[src/rtl/calc_pkg.sv]
// Shared calculator datapath definitions: operand width, multiplier FSM states,
// and the magnitude helper used by the iterative arithmetic blocks.
package calc_pkg;

  localparam int CALC_WIDTH = 16;

  typedef enum logic [1:0] {
    IDLE,
    CALC,
    DONE
  } mul_state_t;

  // Most negative value maps to 2^(CALC_WIDTH-1), which still fits unsigned.
  function automatic logic [CALC_WIDTH-1:0] abs_mag(input logic [CALC_WIDTH-1:0] v);
    return v[CALC_WIDTH-1] ? (-v) : v;
  endfunction

endpackage

[src/rtl/shift_add_mul.sv]
// Iterative signed shift-and-add multiplier, one product bit per clock.
// Fixed latency: mul_finish pulses WIDTH+1 cycles after the accepting edge; start_mul is ignored while busy.
module shift_add_mul
  import calc_pkg::*;
#(
  parameter int WIDTH = CALC_WIDTH
) (
  input  logic             clk,
  input  logic             reset,
  input  logic             start_mul,
  input  logic [WIDTH-1:0] mul_in1,
  input  logic [WIDTH-1:0] mul_in2,
  output logic [WIDTH-1:0] mul_out,
  output logic             mul_finish,
  output logic             mul_ovf,
  output logic             busy
);

  localparam int CNTW = $clog2(WIDTH) + 1;

  mul_state_t          r_state;
  mul_state_t          w_next_state;
  logic [WIDTH-1:0]    r_mcand;
  logic [WIDTH-1:0]    r_mplier;
  logic                r_neg;
  logic [2*WIDTH-1:0]  r_acc;
  logic [CNTW-1:0]     r_cnt;
  logic [WIDTH-1:0]    r_out;
  logic                r_ovf;
  logic                r_finish;
  logic                r_busy;

  logic                w_accept;
  logic                w_last_iter;
  logic [2*WIDTH-1:0]  w_addend;
  logic [2*WIDTH-1:0]  w_product;
  logic [WIDTH:0]      w_top;

  assign w_accept    = (r_state == IDLE) && start_mul;
  assign w_last_iter = (r_cnt == CNTW'(WIDTH - 1));
  assign w_addend    = {{WIDTH{1'b0}}, r_mcand} << r_cnt;
  assign w_product   = r_neg ? (-r_acc) : r_acc;
  // The product fits in WIDTH signed bits only if its upper half plus sign bit agree.
  assign w_top       = w_product[2*WIDTH-1:WIDTH-1];

  always_comb begin
    w_next_state = r_state;
    case (r_state)
      IDLE:    if (start_mul) w_next_state = CALC;
      CALC:    if (w_last_iter) w_next_state = DONE;
      DONE:    w_next_state = IDLE;
      default: w_next_state = IDLE;
    endcase
  end

  always_ff @(posedge clk) begin
    if (reset) begin
      r_state  <= IDLE;
      r_mcand  <= '0;
      r_mplier <= '0;
      r_neg    <= 1'b0;
      r_acc    <= '0;
      r_cnt    <= '0;
      r_out    <= '0;
      r_ovf    <= 1'b0;
      r_finish <= 1'b0;
      r_busy   <= 1'b0;
    end else begin
      r_state  <= w_next_state;
      r_finish <= 1'b0;
      r_busy   <= w_accept || (r_state != IDLE);
      case (r_state)
        IDLE: begin
          if (start_mul) begin
            r_mcand  <= abs_mag(mul_in1);
            r_mplier <= abs_mag(mul_in2);
            r_neg    <= mul_in1[WIDTH-1] ^ mul_in2[WIDTH-1];
            r_acc    <= '0;
            r_cnt    <= '0;
          end
        end
        CALC: begin
          if (r_mplier[0]) r_acc <= r_acc + w_addend;
          r_mplier <= r_mplier >> 1;
          r_cnt    <= r_cnt + CNTW'(1);
        end
        DONE: begin
          r_out    <= w_product[WIDTH-1:0];
          r_ovf    <= !((w_top == '0) || (w_top == '1));
          r_finish <= 1'b1;
        end
        default: ;
      endcase
    end
  end

  assign mul_out    = r_out;
  assign mul_ovf    = r_ovf;
  assign mul_finish = r_finish;
  assign busy       = r_busy;

endmodule
[config.mk]
export PLATFORM = sky130hd
export DESIGN_NAME = shift_add_mul
export DESIGN_NICKNAME = d
export VERILOG_FILES = /design/src/rtl/calc_pkg.sv /design/src/rtl/shift_add_mul.sv
export SDC_FILE = /design/constraint.sdc
export NUM_CORES = 1
export LEC_CHECK = 0
export ABC_AREA = 1
export CAP_MARGIN = 30
export CORE_ASPECT_RATIO = 0.8
export CORE_MARGIN = 2
export CORE_UTILIZATION = 35
export DETAILED_ROUTE_END_ITERATION = 6
export GPL_TIMING_DRIVEN = 0
export PLACE_DENSITY = 0.6
export SYNTH_ARGS = -nofsm -noshare
export SYNTH_HDL_FRONTEND = slang
export SYNTH_SLANG_ARGS = --single-unit
export TNS_END_PERCENT = 100
[constraint.sdc]
create_clock -name clk -period 2.7 [get_ports clk]
set_clock_uncertainty 0.1 [all_clocks]
set_input_delay 0.54 -clock clk [delete_from_list [all_inputs] [get_ports clk]]
set_output_delay 0.54 -clock clk [all_outputs]
set_load 0.01 [all_outputs]
* Word-level counts from Yosys, hierarchy flattened *
Index checks and enable logic that the tools add are counted.

storage, ports and cells
  output and inout bits = 19
  memories kept = 0
  memory bits (read-only) = 0
  bits in latches = 0
  RAM bits = 0
  input bits = 35
  flip-flop bits (word level) = 91

operators by class
  order comparisons = 0
  $mul = 0
  add/sub/neg operators = 5
  reduce and logical (&&, ||, !) cells = 12
  divide/modulo/power cells = 0
  equal/unequal tests = 7
  bitwise logic cells = 1
  shift operators = 1
  multiplexer cells = 14

operators with widths
  operator              number
  $mux 32               3
  $pmux 32 s2           1
  $mux 16               3
  $add 32x32->32        1
  $neg 16->16           2
  $neg 32->32           1
  $pmux 16 s2           1
  $shl 16x5->32         1
  $eq 17x17->1 const B  1
  $logic_not 17->1      1
  $pmux 5 s2            1
  $ne 2x2->1 const B    3
  $reduce_and 2->1      3
  $add 5x1->5 const B   1
  $eq 5x4->1 const B    1
  $mux 5                1
  $mux 2                2
  $pmux 2 s2            1
  $reduce_bool 2->1     2
  $reduce_and 3->1      1
  $eq 2x1->1 const B    1
  $eq 2x2->1 const B    1
  $logic_not 2->1       1
  $logic_or 1x1->1      2
  other kinds (4)       4

* Longest topological paths before layout *
  depth in word-level cells = 5
  mapped depth = 24

* Worst setup path after synthesis *
OpenSTA, ideal clock, no wires.

  kind = reg2reg
  from = register r_cnt[0]
  to = register r_acc[21]
  period minus slack after synthesis = 2.827 ns
  buffers on the path = 2
  arrival = 2.595 ns
  library setup time = 0.132 ns
  slack = -0.127 ns
  stages on the path, launching flop included = 20
  data required time = 2.468 ns
  cells stage by stage = dfxtp_1 buf_6 buf_6 o21ai_0 o21ai_0 nand2_1 o21ai_0 nand2_1 o21ai_1 nor2_1 ha_1 a21oi_1 o21ai_0 a21oi_1 o21ai_1 nand2_1 nand2_1 or2_2 nand3_1 a21oi_1

between the ends
  word-level cells in the longest chain between the ends = 4

ends and longest elaborated chain
  item                      line                 text
  start: declaration        shift_add_mul.sv:27  logic [CNTW-1:0] r_cnt;
  start signal: assignment  shift_add_mul.sv:85  r_cnt <= r_cnt + CNTW'(1);
  $shl 16x5->32             shift_add_mul.sv:41  assign w_addend = {{WIDTH{1'b0}}, r_mcand} << r_cnt;
  $add 32x32->32            shift_add_mul.sv:83  if (r_mplier[0]) r_acc <= r_acc + w_addend;
  $mux 32                   shift_add_mul.sv:83
  $pmux 32 s2               shift_add_mul.sv:72  case (r_state)
  end signal: assignment    shift_add_mul.sv:83
  end: declaration          shift_add_mul.sv:26  logic [2*WIDTH-1:0] r_acc;

Every way passes these cells. The select of a mux whose other input is x is not followed.
A chain may end at the register's enable or synchronous reset.

* Final worst setup path *
  from = register r_cnt[0]
  to = register r_acc[30]

Same word-level chain as after synthesis.

==> results.cfg <==
[run_status]
status = finished with violations
violations = setup timing

[detailed_routing]
first_pass_iters = 7
drc_errors = 0
dr_total_vias = 9332
wire_per_inst_um = 17.0
drtIter0Drc = 709
routed_wl_mm = 29.3
vias_per_cell = 5.40
ant_nets = 0

[layout]
final_cell_count_no_fill = 1728
drive_gt1_share_pct = 24.7
final_common_cell = nand2_1
final_area_mm2 = 0.0108
nets = 1495
area_growth_pct = 39.5
mostFrequentLayoutCells = 338 x nand2_1, 114 x nor2_1, 109 x inv_1
diodes = 0

[placement]
post-place-ws_ps = -1270
placed_cell_area_mm2 = 0.00867
io_buffers = 51
place.gp.congestion = 0.982
dp.cells = 1666
dp_hpwl_mm = 21.6

[global_routing]
first_global_vias = 8090
grt_pass1_wl_mm = 43.8
busiest_layer = met1
antenna_found_initial = 0
grt_use_met1_pct = 36.8
grtUsageMet2_pct = 34.6
use_met3_pct = 4.74
grt_start_max_net_pins = 16
overflow = 0
grtUsageTotal_pct = 24.0

[clock_tree]
cts_tree = done
cts_hold_buf = 0
clock_sink_count = 91
clk-insertion-delay-late_ps = 360
cts_made_buffers = 9
cts_root_buffer = clkbuf_16
cts.clk_slew.worst_paths_ps = 70
cts_buffer_depth = 2
ctsHtreeMaxLevel = 3

[synthesis]
ys_warn_count = 0
syn-cell-area_mm2 = 0.00776
ys_types = 51
synth.area.mux_share_pct = 0.387
synthAdderAreaFrac_pct = 6.06
synth_edf_count = 0
synth_compound_area_share_pct = 21.6
ys_seq_area_share_pct = 23.5
synth-simple-area-share_pct = 37.3
synth_flop_cell = dfxtp_1
synth_top_family_by_area = simple AND/OR/NAND/NOR gates
synth_nets = 1387
synth_xor_area_share_pct = 2.37
ys_seq_elements = 91
synth.avg_cell_area_um2 = 5.90
synth_cells = 1315
async_reset_ff_share_pct = 0

[worst_setup_path]
timing.rr.end = r_acc[30]
cp_num_buf_inv = 2
worst-path-stages = 20
path_cells = buf_8 -> buf_8 -> nand2_2 -> o21ai_4 -> o21ai_2 -> nand2_1 -> o21ai_4 -> nand2_2 -> o21ai_4 -> nor2_4 -> ha_4 -> nand2_8 -> nor2_4 -> nand2_2 -> o21ai_4 -> nand3_1 -> nand2_1 -> a21oi_1 -> o21ai_0 -> a21oi_1
worst-setup-path-type = flop to flop
startpoint = r_cnt[0]
rrSetupSlack_ps = -520
slowest_stage = dfxtp_4
start_kind = flop
end_kind = flop
rr_worst_depth = 20
cp.arrival_ps = 3330
worst-endpoint-required_ps = 2810
rr_startpoint = r_cnt[0]
critPathMaxFanout = 5
slowest_delay_ps = 380
critical_path.top_delay_family = compound AO/OA/AOI/OAI gates
crit_top_cell = o21ai_4
endpoint = r_acc[30]

[floorplanning]
dieArea_mm2 = 0.0234
core_area_mm2 = 0.0217
ioPinCount = 54
start_util_pct = 35.8
die_y_um = 137
rows = 48
die_x_um = 171

[min_path]
worstHoldPathType = flop to flop

[timing]
fmax_ghz = 0.311
period_share_pct = 119
drv_slew = 0
timing.hold.ws_ps = 366
grt_setup_unrepaired = yes
finalWorstSetupSlack_ps = -518
period_needed_ps = 3220
worstMarginPinSlew_ps = 883
relSlewSlack_pct = 41.2
setup_violations = 25
tns_ps = -8660
finalHoldViolations = 0

[run]
maxCapViolations = 0

[power]
p_leak_nw = 4.58
powerDensity_mw_per_mm2 = 359
ir_worst_vdd_mv = 0.317
logic make-up (layout without fill, tap and decap cells):
kind of cell / Yosys count / in the layout
buffers and inverters: 172 / 285
AO/OA/AOI/OAI: 300 / 300
multiplexers: 3 / 3
adder cells (fa/ha/maj): 37 / 37
flip-flops: 91 / 91
AND/OR/NAND/NOR: 691 / 691
XOR/XNOR: 21 / 21
registers in the layout, indices dropped and copies added (netlist names), 2 cells and up:
name      flops
r_cnt         5
mul_out      16
r_acc        32
r_state       2
r_mplier     16
r_mcand      16
synthesized netlist by cell type (4+ instances only):
cell type	count	area share, %
xnor2_1	6	0.68
nor2_2	6	0.48
a21o_1	7	0.68
clkbuf_1	30	1.5
nand3_1	86	5.5
dfxtp_1	91	23
nand4_1	13	1.0
inv_1	117	5.7
xor2_1	15	1.7
buf_2	15	0.97
nor2_1	152	7.4
nand2_1	384	19
o21ai_0	96	6.2
a31oi_1	14	1.1
nand2_2	9	0.73
or2_0	4	0.32
o22ai_1	8	0.64
ha_1	36	5.8
nor3_1	12	0.77
a2bb2oi_1	4	0.45
or2_2	8	0.64
a21oi_1	124	8.0
o221ai_1	15	1.7
o21ai_1	12	0.77
inv_2	5	0.24
worst min-delay path by stage:
stage / start / endpoint / slack [ps] / cells after the start
6_report: r_mplier[9] / r_mplier[8] / 370 / 2
3_5_place_dp: r_mplier[15] / r_mplier[15] / 360 / 2
3_3_place_gp: r_mplier[15] / r_mplier[15] / 360 / 2
4_1_cts: r_mplier[15] / r_mplier[15] / 370 / 2
5_1_grt: r_mplier[15] / r_mplier[15] / 380 / 2
2_1_floorplan: r_mplier[11] / r_mplier[10] / 340 / 2
layer usage:
layer	part of all wire [%]	vias up
li1	-	4603
met1	49	4336
met2	42	356
met3	8.1	37
met4	1.3	0
met5	0	-
cell type report:
cell class	count	area (um^2)
plain buffers	49	299
clock buffers	11	233
clock inverters	5	38.8
fillers	2129	10900
inverters	123	469
multi-input cells	1052	6630
flip-flops and latches	91	1830
well taps	300	375
repair buffers	97	956
power breakdown:
part | leakage [nW] | total [mW] | switching (mW) | internal [mW]
registers | 0.741 | 1.43 | 0.0422 | 1.39
logic | 3.70 | 1.22 | 0.744 | 0.477
clock network | 0.130 | 1.24 | 0.608 | 0.632
what timing repair did:
item                                    4_1_cts  5_1_grt
gates resized for setup                     140      243
pin swaps                                    22       80
setup buffers                                13       32
cloned                                        0        2
endpoints found under the setup margin       28       28
per-stage QoR:
step	utilization, %	power [mW]
final	49.9	3.89
after global routing	49.9	4.05
after CTS	44.0	3.63
after detailed placement	40.0	2.29
after global placement	40.0	2.29
after floorplan	-	2.02
worst min-delay path, delay by kind of cell, from the launching register on:
| kind | cells | cell delay, ps |
|---|---|---|
| DFF | 1 | 310 |
| AOI/OAI and AO/OA | 1 | 50 |
| and+or+nand+nor | 1 | 60 |
Power figures use the tool's default switching activity.
